<file path="src/rtl/rvv_pkg.sv">
// Shared RVV types for the vector front-end: encodings, decoded issue request
// and the EEW decode helper used by both load and store paths.
package rvv_pkg;

    localparam int unsigned VLEN     = 256;
    localparam int unsigned VlenB    = VLEN / 8;
    localparam int unsigned VrfDataW = 64;
    localparam int unsigned VlW      = $clog2(VlenB + 1);

    typedef logic [VrfDataW-1:0] vrf_data_t;
    typedef logic [VlW-1:0]      vl_t;
    typedef logic [VlW-1:0]      vlb_t;
    typedef logic [3:0]          insn_id_t;

    typedef enum logic [1:0] {
        EW8  = 2'd0,
        EW16 = 2'd1,
        EW32 = 2'd2,
        EW64 = 2'd3
    } vew_e;

    typedef enum logic [3:0] {
        VADD   = 4'd0,
        VSUB   = 4'd1,
        VSLL   = 4'd2,
        VSRL   = 4'd3,
        VSRA   = 4'd4,
        VMERGE = 4'd5,
        VLE    = 4'd6,
        VSE    = 4'd7
    } vop_e;

    localparam logic [6:0] OpcodeVec     = 7'b1010111;
    localparam logic [6:0] OpcodeLoadFP  = 7'b0000111;
    localparam logic [6:0] OpcodeStoreFP = 7'b0100111;

    localparam logic [2:0] OPIVV = 3'b000;
    localparam logic [2:0] OPIVI = 3'b011;
    localparam logic [2:0] OPIVX = 3'b100;

    localparam logic [5:0] Func6Vadd   = 6'b000000;
    localparam logic [5:0] Func6Vsub   = 6'b000010;
    localparam logic [5:0] Func6Vsll   = 6'b100101;
    localparam logic [5:0] Func6Vsrl   = 6'b101000;
    localparam logic [5:0] Func6Vsra   = 6'b101001;
    localparam logic [5:0] Func6Vmerge = 6'b010111;

    typedef struct packed {
        vew_e vsew;
        vl_t  vle;
    } vec_context_t;

    typedef struct packed {
        logic [5:0] func6;
        logic       vm;
        logic [4:0] vs2;
        logic [4:0] vs1;
        logic [2:0] func3;
        logic [4:0] vd;
        logic [6:0] opcode;
    } varith_type_t;

    typedef struct packed {
        logic [2:0] nf;
        logic       mew;
        logic [1:0] mop;
        logic       vm;
        logic [4:0] lumop;
        logic [4:0] rs1;
        logic [2:0] width;
        logic [4:0] vs3;
        logic [6:0] opcode;
    } vmem_type_t;

    typedef struct packed {
        insn_id_t   id;
        vop_e       vop;
        logic [4:0] vd;
        logic [4:0] vs1;
        logic [4:0] vs2;
        logic [1:0] use_vs;
        logic       use_vd;
        logic       use_vm;
        vrf_data_t  scalar_op;
        vew_e       vew;
        vlb_t       vlb;
        logic       flip_bit;
    } issue_req_t;

    typedef struct packed {
        logic legal;
        vew_e eew;
    } eew_dec_t;

    function automatic eew_dec_t decode_eew(input logic [3:0] mew_width);
        eew_dec_t r;
        r.legal = 1'b1;
        case (mew_width)
            4'b0000: r.eew = EW8;
            4'b0101: r.eew = EW16;
            4'b0110: r.eew = EW32;
            4'b0111: r.eew = EW64;
            default: begin
                r.legal = 1'b0;
                r.eew   = EW8;
            end
        endcase
        return r;
    endfunction

endpackage

</file>
<file path="src/rtl/vinsn_decode_queue_decode.sv">
// Purely combinational RVV decoder: raw instruction plus context and rs1
// into an issue request and an illegal flag.
module vinsn_decode_comb
    import rvv_pkg::*;
#(
    parameter int unsigned XLEN = 64
) (
    input  logic [31:0]     insn_i,
    input  insn_id_t        insn_id_i,
    input  vec_context_t    vec_context_i,
    input  logic [XLEN-1:0] rs1_value_i,
    input  logic            flip_bit_i,
    output issue_req_t      req_o,
    output logic            illegal_o
);

    varith_type_t                arith_s;
    vmem_type_t                  mem_s;
    eew_dec_t                    eew_s;
    logic [VrfDataW+XLEN-1:0]    rs1_ext_s;
    logic                        unused_s;

    assign arith_s   = varith_type_t'(insn_i);
    assign mem_s     = vmem_type_t'(insn_i);
    assign eew_s     = decode_eew({mem_s.mew, mem_s.width});
    // Zero-pad first, then take the low part: covers XLEN both above and below the VRF width.
    assign rs1_ext_s = {{VrfDataW{1'b0}}, rs1_value_i};
    assign unused_s  = ^{mem_s.nf, mem_s.lumop, mem_s.rs1, mem_s.opcode,
                         rs1_ext_s[VrfDataW+XLEN-1:VrfDataW]};

    // Field extraction and legality check for arithmetic and unit-stride memory ops.
    always_comb begin
        req_o          = '0;
        req_o.id       = insn_id_i;
        req_o.flip_bit = flip_bit_i;
        illegal_o      = 1'b0;
        case (arith_s.opcode)
            OpcodeVec: begin
                req_o.vd     = arith_s.vd;
                req_o.vs1    = arith_s.vs1;
                req_o.vs2    = arith_s.vs2;
                req_o.use_vd = 1'b1;
                req_o.vew    = vec_context_i.vsew;
                req_o.vlb    = vlb_t'(vec_context_i.vle << vec_context_i.vsew);
                req_o.use_vm = ~arith_s.vm;
                case (arith_s.func3)
                    OPIVV: req_o.use_vs = 2'b11;
                    OPIVI: begin
                        req_o.use_vs    = 2'b10;
                        req_o.scalar_op = {{(VrfDataW-5){arith_s.vs1[4]}}, arith_s.vs1};
                    end
                    OPIVX: begin
                        req_o.use_vs    = 2'b10;
                        req_o.scalar_op = rs1_ext_s[VrfDataW-1:0];
                    end
                    default: illegal_o = 1'b1;
                endcase
                case (arith_s.func6)
                    Func6Vadd: req_o.vop = VADD;
                    Func6Vsub: req_o.vop = VSUB;
                    Func6Vsll: req_o.vop = VSLL;
                    Func6Vsrl: req_o.vop = VSRL;
                    Func6Vsra: req_o.vop = VSRA;
                    Func6Vmerge: begin
                        // vm=1 is the vmv.v.* form and ignores v0.
                        req_o.vop       = VMERGE;
                        req_o.use_vs[1] = 1'b1;
                        req_o.use_vm    = ~arith_s.vm;
                    end
                    default: illegal_o = 1'b1;
                endcase
            end
            OpcodeLoadFP, OpcodeStoreFP: begin
                req_o.vew = eew_s.eew;
                req_o.vlb = vlb_t'(vec_context_i.vle << eew_s.eew);
                if (!eew_s.legal || (mem_s.mop != 2'b00) || !mem_s.vm) begin
                    illegal_o = 1'b1;
                end else begin
                    illegal_o = 1'b0;
                end
                if (arith_s.opcode == OpcodeStoreFP) begin
                    req_o.vs1    = mem_s.vs3;
                    req_o.use_vs = 2'b01;
                    req_o.use_vd = 1'b0;
                    req_o.vop    = VSE;
                end else begin
                    req_o.vd     = mem_s.vs3;
                    req_o.use_vs = 2'b00;
                    req_o.use_vd = 1'b1;
                    req_o.vop    = VLE;
                end
            end
            default: illegal_o = 1'b1;
        endcase
    end

endmodule

</file>
<file path="src/rtl/vinsn_decode_queue_queue.sv">
// FIFO of decoded issue requests with flush; pointers wrap by explicit compare
// so any depth works.
module vinsn_queue
    import rvv_pkg::*;
#(
    parameter int unsigned Depth = 4
) (
    input  logic       clk_i,
    input  logic       rst_ni,
    input  logic       flush_i,
    input  logic       push_i,
    input  issue_req_t data_i,
    input  logic       pop_i,
    output issue_req_t data_o,
    output logic       valid_o,
    output logic       full_o
);

    localparam int unsigned PtrW = (Depth > 1) ? $clog2(Depth) : 1;
    localparam int unsigned CntW = $clog2(Depth + 1);

    logic [PtrW-1:0] wr_ptr_q, wr_ptr_d;
    logic [PtrW-1:0] rd_ptr_q, rd_ptr_d;
    logic [CntW-1:0] count_q, count_d;
    logic            do_push_s, do_pop_s;
    issue_req_t      mem_q [Depth];

    assign valid_o   = (count_q != {CntW{1'b0}});
    assign full_o    = (count_q == CntW'(Depth));
    assign do_push_s = push_i && !full_o && !flush_i;
    assign do_pop_s  = pop_i && valid_o && !flush_i;
    assign data_o    = mem_q[rd_ptr_q];

    // Next pointers and occupancy; flush overrides everything.
    always_comb begin
        wr_ptr_d = wr_ptr_q;
        rd_ptr_d = rd_ptr_q;
        count_d  = count_q;
        if (flush_i) begin
            wr_ptr_d = {PtrW{1'b0}};
            rd_ptr_d = {PtrW{1'b0}};
            count_d  = {CntW{1'b0}};
        end else begin
            if (do_push_s) begin
                wr_ptr_d = (wr_ptr_q == PtrW'(Depth - 1)) ? {PtrW{1'b0}} : wr_ptr_q + PtrW'(1);
            end else begin
                wr_ptr_d = wr_ptr_q;
            end
            if (do_pop_s) begin
                rd_ptr_d = (rd_ptr_q == PtrW'(Depth - 1)) ? {PtrW{1'b0}} : rd_ptr_q + PtrW'(1);
            end else begin
                rd_ptr_d = rd_ptr_q;
            end
            case ({do_push_s, do_pop_s})
                2'b10:   count_d = count_q + CntW'(1);
                2'b01:   count_d = count_q - CntW'(1);
                default: count_d = count_q;
            endcase
        end
    end

    // Control state register.
    always_ff @(posedge clk_i or negedge rst_ni) begin
        if (!rst_ni) begin
            wr_ptr_q <= {PtrW{1'b0}};
            rd_ptr_q <= {PtrW{1'b0}};
            count_q  <= {CntW{1'b0}};
        end else begin
            wr_ptr_q <= wr_ptr_d;
            rd_ptr_q <= rd_ptr_d;
            count_q  <= count_d;
        end
    end

    // Storage is deliberately not reset.
    always_ff @(posedge clk_i) begin
        if (do_push_s) begin
            mem_q[wr_ptr_q] <= data_i;
        end
    end

endmodule

</file>
<file path="src/rtl/vinsn_decode_queue.sv">
// Vector instruction decoder with a decoded-request queue in front of the
// launcher; vl==0 instructions retire through the skip port.
module vinsn_decode_queue
    import rvv_pkg::*;
#(
    parameter int unsigned QueueDepth = 4,
    parameter int unsigned XLEN       = 64
) (
    input  logic            clk_i,
    input  logic            rst_ni,
    input  logic            valid_i,
    output logic            ready_o,
    input  logic [31:0]     insn_i,
    input  insn_id_t        insn_id_i,
    input  vec_context_t    vec_context_i,
    input  logic [XLEN-1:0] rs1_value_i,
    input  logic            flush_i,
    output logic            req_valid_o,
    input  logic            req_ready_i,
    output issue_req_t      issue_req_o,
    output logic            illegal_insn_o,
    output logic            skip_valid_o,
    output insn_id_t        skip_id_o
);

    issue_req_t dec_req_s;
    logic       dec_illegal_s;
    logic       full_s;
    logic       accept_s, push_s, skip_s;
    logic       flip_bit_q, flip_bit_d;
    logic       skip_valid_q, skip_valid_d;
    insn_id_t   skip_id_q, skip_id_d;

    vinsn_decode_comb #(
        .XLEN(XLEN)
    ) u_decode (
        .insn_i       (insn_i),
        .insn_id_i    (insn_id_i),
        .vec_context_i(vec_context_i),
        .rs1_value_i  (rs1_value_i),
        .flip_bit_i   (flip_bit_q),
        .req_o        (dec_req_s),
        .illegal_o    (dec_illegal_s)
    );

    vinsn_queue #(
        .Depth(QueueDepth)
    ) u_queue (
        .clk_i  (clk_i),
        .rst_ni (rst_ni),
        .flush_i(flush_i),
        .push_i (push_s),
        .data_i (dec_req_s),
        .pop_i  (req_ready_i),
        .data_o (issue_req_o),
        .valid_o(req_valid_o),
        .full_o (full_s)
    );

    // ready_o must not look at req_ready_i, so a full queue never accepts.
    assign ready_o        = !full_s && !flush_i;
    assign accept_s       = valid_i && ready_o;
    assign illegal_insn_o = accept_s && dec_illegal_s;
    assign push_s         = accept_s && !dec_illegal_s && (vec_context_i.vle != '0);
    assign skip_s         = accept_s && !dec_illegal_s && (vec_context_i.vle == '0);

    // Flip bit and skip pulse next state.
    always_comb begin
        flip_bit_d   = flip_bit_q;
        skip_valid_d = skip_s;
        skip_id_d    = skip_id_q;
        if (push_s) begin
            flip_bit_d = ~flip_bit_q;
        end else begin
            flip_bit_d = flip_bit_q;
        end
        if (skip_s) begin
            skip_id_d = insn_id_i;
        end else begin
            skip_id_d = skip_id_q;
        end
    end

    // Flip bit and skip port registers.
    always_ff @(posedge clk_i or negedge rst_ni) begin
        if (!rst_ni) begin
            flip_bit_q   <= 1'b0;
            skip_valid_q <= 1'b0;
            skip_id_q    <= '0;
        end else begin
            flip_bit_q   <= flip_bit_d;
            skip_valid_q <= skip_valid_d;
            skip_id_q    <= skip_id_d;
        end
    end

    assign skip_valid_o = skip_valid_q;
    assign skip_id_o    = skip_id_q;

endmodule

</file>
<file path="config.mk">
export PLATFORM = sky130hd
export DESIGN_NAME = vinsn_decode_queue
export DESIGN_NICKNAME = d
export VERILOG_FILES = /design/src/rtl/rvv_pkg.sv /design/src/rtl/vinsn_decode_queue_decode.sv /design/src/rtl/vinsn_decode_queue_queue.sv /design/src/rtl/vinsn_decode_queue.sv
export SDC_FILE = /design/constraint.sdc
export NUM_CORES = 1
export LEC_CHECK = 0
export ABC_AREA = 1
export BUFFER_PORTS_ARGS = -buffer_cell sky130_fd_sc_hd__buf_4
export CAP_MARGIN = 20
export CORE_ASPECT_RATIO = 1.2
export CORE_MARGIN = 2
export CORE_UTILIZATION = 50
export CTS_CLUSTER_SIZE = 10
export DETAILED_ROUTE_END_ITERATION = 12
export HOLD_SLACK_MARGIN = 0.03
export PLACE_DENSITY = 0.71
export SYNTH_ARGS = -nofsm -noshare
export SYNTH_HDL_FRONTEND = slang
export SYNTH_HIERARCHICAL = 1
export SYNTH_SLANG_ARGS = --single-unit
</file>
<file path="constraint.sdc">
create_clock -name clk_i -period 8 [get_ports clk_i]
set_input_delay 0.8 -clock clk_i [delete_from_list [all_inputs] [get_ports clk_i]]
set_output_delay 0.8 -clock clk_i [all_outputs]
set_load 0.005 [all_outputs]
</file>
==> metrics.csv <==
stage,metric,value,unit
outcome,outcome,completed,
floorplanning,area of the core,33300,um^2
yosys,area of the mapped netlist,17000,um^2
floorplanning,Die H,206,um
sta,Setup TNS,0,ns
clocking,hold buffer count at CTS,0,
critical_path,Setup CP Type,flop to output port,
yosys,count of cell types in the netlist,41,
clocking,Bufs on Longest Clock Path,3,
clocking,TritonCTS clock tree,yes,
yosys,top post-synthesis cells by count,"edfxtp_1 (400), nor2_1 (237), o21ai_0 (204)",
flow_run,MaxCap Viol Count,0,
sta,Final min period,4.35,ns
critical_path,CP arrival,3.55,ns
yosys,"EDFF count, synth",400,
grt,initial antenna violation count,0,
sta,# setup viols final,0,
routing,Residual DRC,0,
sta,max-slew violations,0,
clocking,clk sink count,413,
routing,Vias/cell,5.52,
grt,largest net degree at the start of global routing,114,
floorplanning,Initial Util,51.0,%
grt,first-pass GRT wire length,59700,um
yosys,Syn Inst Count,1363,
final_layout,Syn-to-layout area delta,18.9,%
clocking,Post-CTS Resized,0,
yosys,asr flop ratio synth,3.15,%
floorplanning,Die Footprint,35500,um^2
final_layout,final instance area,20200,um^2
yosys,"top cells by area, synth","edfxtp_1 (71%), o21ai_0 (6.0%), nor2_1 (5.2%)",
sta,Final Cycle Share,54.3,%
sta,final hold violation count,0,
place,GP Congestion,0.865,
yosys,cell taking the most area after synthesis,edfxtp_1,
place,Buffers on Ports,220,
power_and_ir_drop,Leak,7.68,nW
routing,Final ANT Viol Nets,0,
floorplanning,chip width,172,um
clocking,total CTS buffers,47,
final_layout,Post-layout nets,1681,
yosys,Synth top area share,70.7,%
yosys,register bit total from synthesis,413,
power_and_ir_drop,Max VDD drop,0.000219,V
power_and_ir_drop,Pwr Density,259,nW/um^2
routing,Vias,11200,
place,HPWL Detailed,23500,um
final_layout,layout cell share with drive strength beyond 1,21.0,%
yosys,synthesized area per cell,12.5,um^2
clocking,clock-pin slew on the worst setup and hold paths,0.05,ns
final_layout,antenna diode count,0,
sta,Worst slew margin,24.4,%
routing,WL per Instance,19.5,um
routing,DRT Pass-1 Iters,5,
routing,Initial DRC Count,1024,
grt,vias in the first global route,11000,
power_and_ir_drop,"Power, Total",5.24,mW
place,area of placed instances,18900,um^2
clocking,root buf cell,clkbuf_16,
clocking,worst skew pair latency,0.54,ns
clocking,setup repair bufs after CTS,0,
critical_path,CP Launch Type,flop,
sta,RSZ-0062 raised after global routing,false,
critical_path,endpoint class of the critical path,output port,
clocking,H-Tree Depth,2,
critical_path,CP max FO,99,
yosys,sequential area share after synthesis,72.6,%
grt,Total GRT Usage,22.0,%
floorplanning,# rows,73,
floorplanning,I/O Pins,221,
grt,Overflow after GRT,0,
sta,fmax,230,MHz
critical_path,worst endpoint required time,7.20,ns
yosys,most frequent cell after synthesis,edfxtp_1,
sta,Clock Skew,0.00992,ns
yosys,yosys synthesis warning count,6,
yosys,Post-Syn Nets,1482,
routing,total wire length,39600,um
hold_path,Worst Hold Class,input port to asynchronous set/reset pin,
sta,slew of the pin with the lowest slew margin,1.13,ns
yosys,Post-synth top flop,edfxtp_1,
[per-stage QoR]
| step | setup slack [ns] | util (%) | instances | hold slack, ns |
|---|---|---|---|---|
| 6_report | 3.65 | 60.6 | 2032 | 0.107 |
| 5_1_grt | 3.44 | 60.6 | 2032 | 0.0986 |
| 4_1_cts | 3.63 | 60.6 | 2031 | 0.0872 |
| 3_5_place_dp | 3.57 | 56.6 | 1962 | 0.464 |
| 3_3_place_gp | 3.66 | 56.6 | 1962 | 0.459 |
| 2_1_floorplan | 1.21 | - | 1363 | 0.456 |
[registers in the layout, summed over array words and instances (netlist names)]
register / cells
u_queue/rd_ptr_q: 2
skip_id_o: 4
u_queue/mem_q: 400
skip_valid_o: 1
flip_bit_q: 1
u_queue/count_q: 3
u_queue/wr_ptr_q: 2
[cell type report]
cell class	instances	area, um^2
multi-input combinational	754	3800
inverter	111	424
tap	450	563
sequential	413	12300
clock buffer	67	1290
timing repair buffer	235	1780
clock inverter	2	8.76
fill	2583	13100
[where the power goes]
group,switching (mW),total (mW),internal (mW)
Sequential,0.0282,2.38,2.36
Clock,0.758,1.86,1.10
Combinational,0.630,1.00,0.371
Total,1.42,5.24,3.83
[cells by family after synthesis]
kind of cell               share of synthesized area (%)
xor gates and xnor gates                          0.0515
other                                             0.0221
AOI/OAI and AO/OA                                   12.3
buffers and inverters                               5.29
and+or+nand+nor                                     9.31
adders and majority gates                          0.486
DFF                                                 72.6
[per-layer routing]
layer / vias up / GRT usage [%] / share of wire [%]
met2: 432 / 35.5 / 48
met1: 5449 / 29.4 / 41
li1: 5269 / - / -
met5: - / 0 / 0
met4: 0 / 8.79 / 3.3
met3: 70 / 4.65 / 7.1
[path summary, 6_finish.rpt]
check | from | to | slack, ns | cells after the start
setup / recovery | u_queue/rd_ptr_q[0] | issue_req_o[20] | 3.65 | 5
hold / removal | rst_ni | u_queue/rd_ptr_q[0] | 0.11 | 1
setup reg to reg | u_queue/count_q[0] | u_queue/mem_q[1][61] | 4.45 | 13
hold reg to reg | skip_id_o[0] | skip_id_o[0] | 0.48 | 2
max in group asynchronous | rst_ni | u_queue/rd_ptr_q[1] | 7.70 | 1
min in group clk_i | skip_id_o[0] | skip_id_o[0] | 0.48 | 2
[worst max-delay path, stage by stage, from the launching register on]
cell and delay [ns]:
dfrtp_4 0.62, buf_4 0.82, buf_4 0.77, o21ai_0 0.21
o22ai_1 0.38, buf_4 0.18
[placed cells by master (no fill, tap or decap), types with 4 or more instances in the layout]
| master | synthesis | layout |
|---|---|---|
| nand2_2 | 11 | 11 |
| nand3_1 | 16 | 16 |
| dfrtp_1 | 13 | 11 |
| inv_1 | 107 | 106 |
| nor2_2 | 6 | 5 |
| nand3b_1 | 4 | 4 |
| nand2_1 | 69 | 69 |
| clkbuf_1 | 33 | 18 |
| nor2_1 | 237 | 233 |
| nand3_2 | 4 | 4 |
| clkbuf_16 | 0 | 49 |
| ha_1 | 5 | 5 |
| o22ai_1 | 105 | 105 |
| a21oi_1 | 61 | 61 |
| o21ai_0 | 204 | 204 |
| edfxtp_1 | 400 | 400 |
| nor2_4 | 5 | 10 |
| buf_4 | 7 | 234 |
Power figures use the tool's default switching activity.
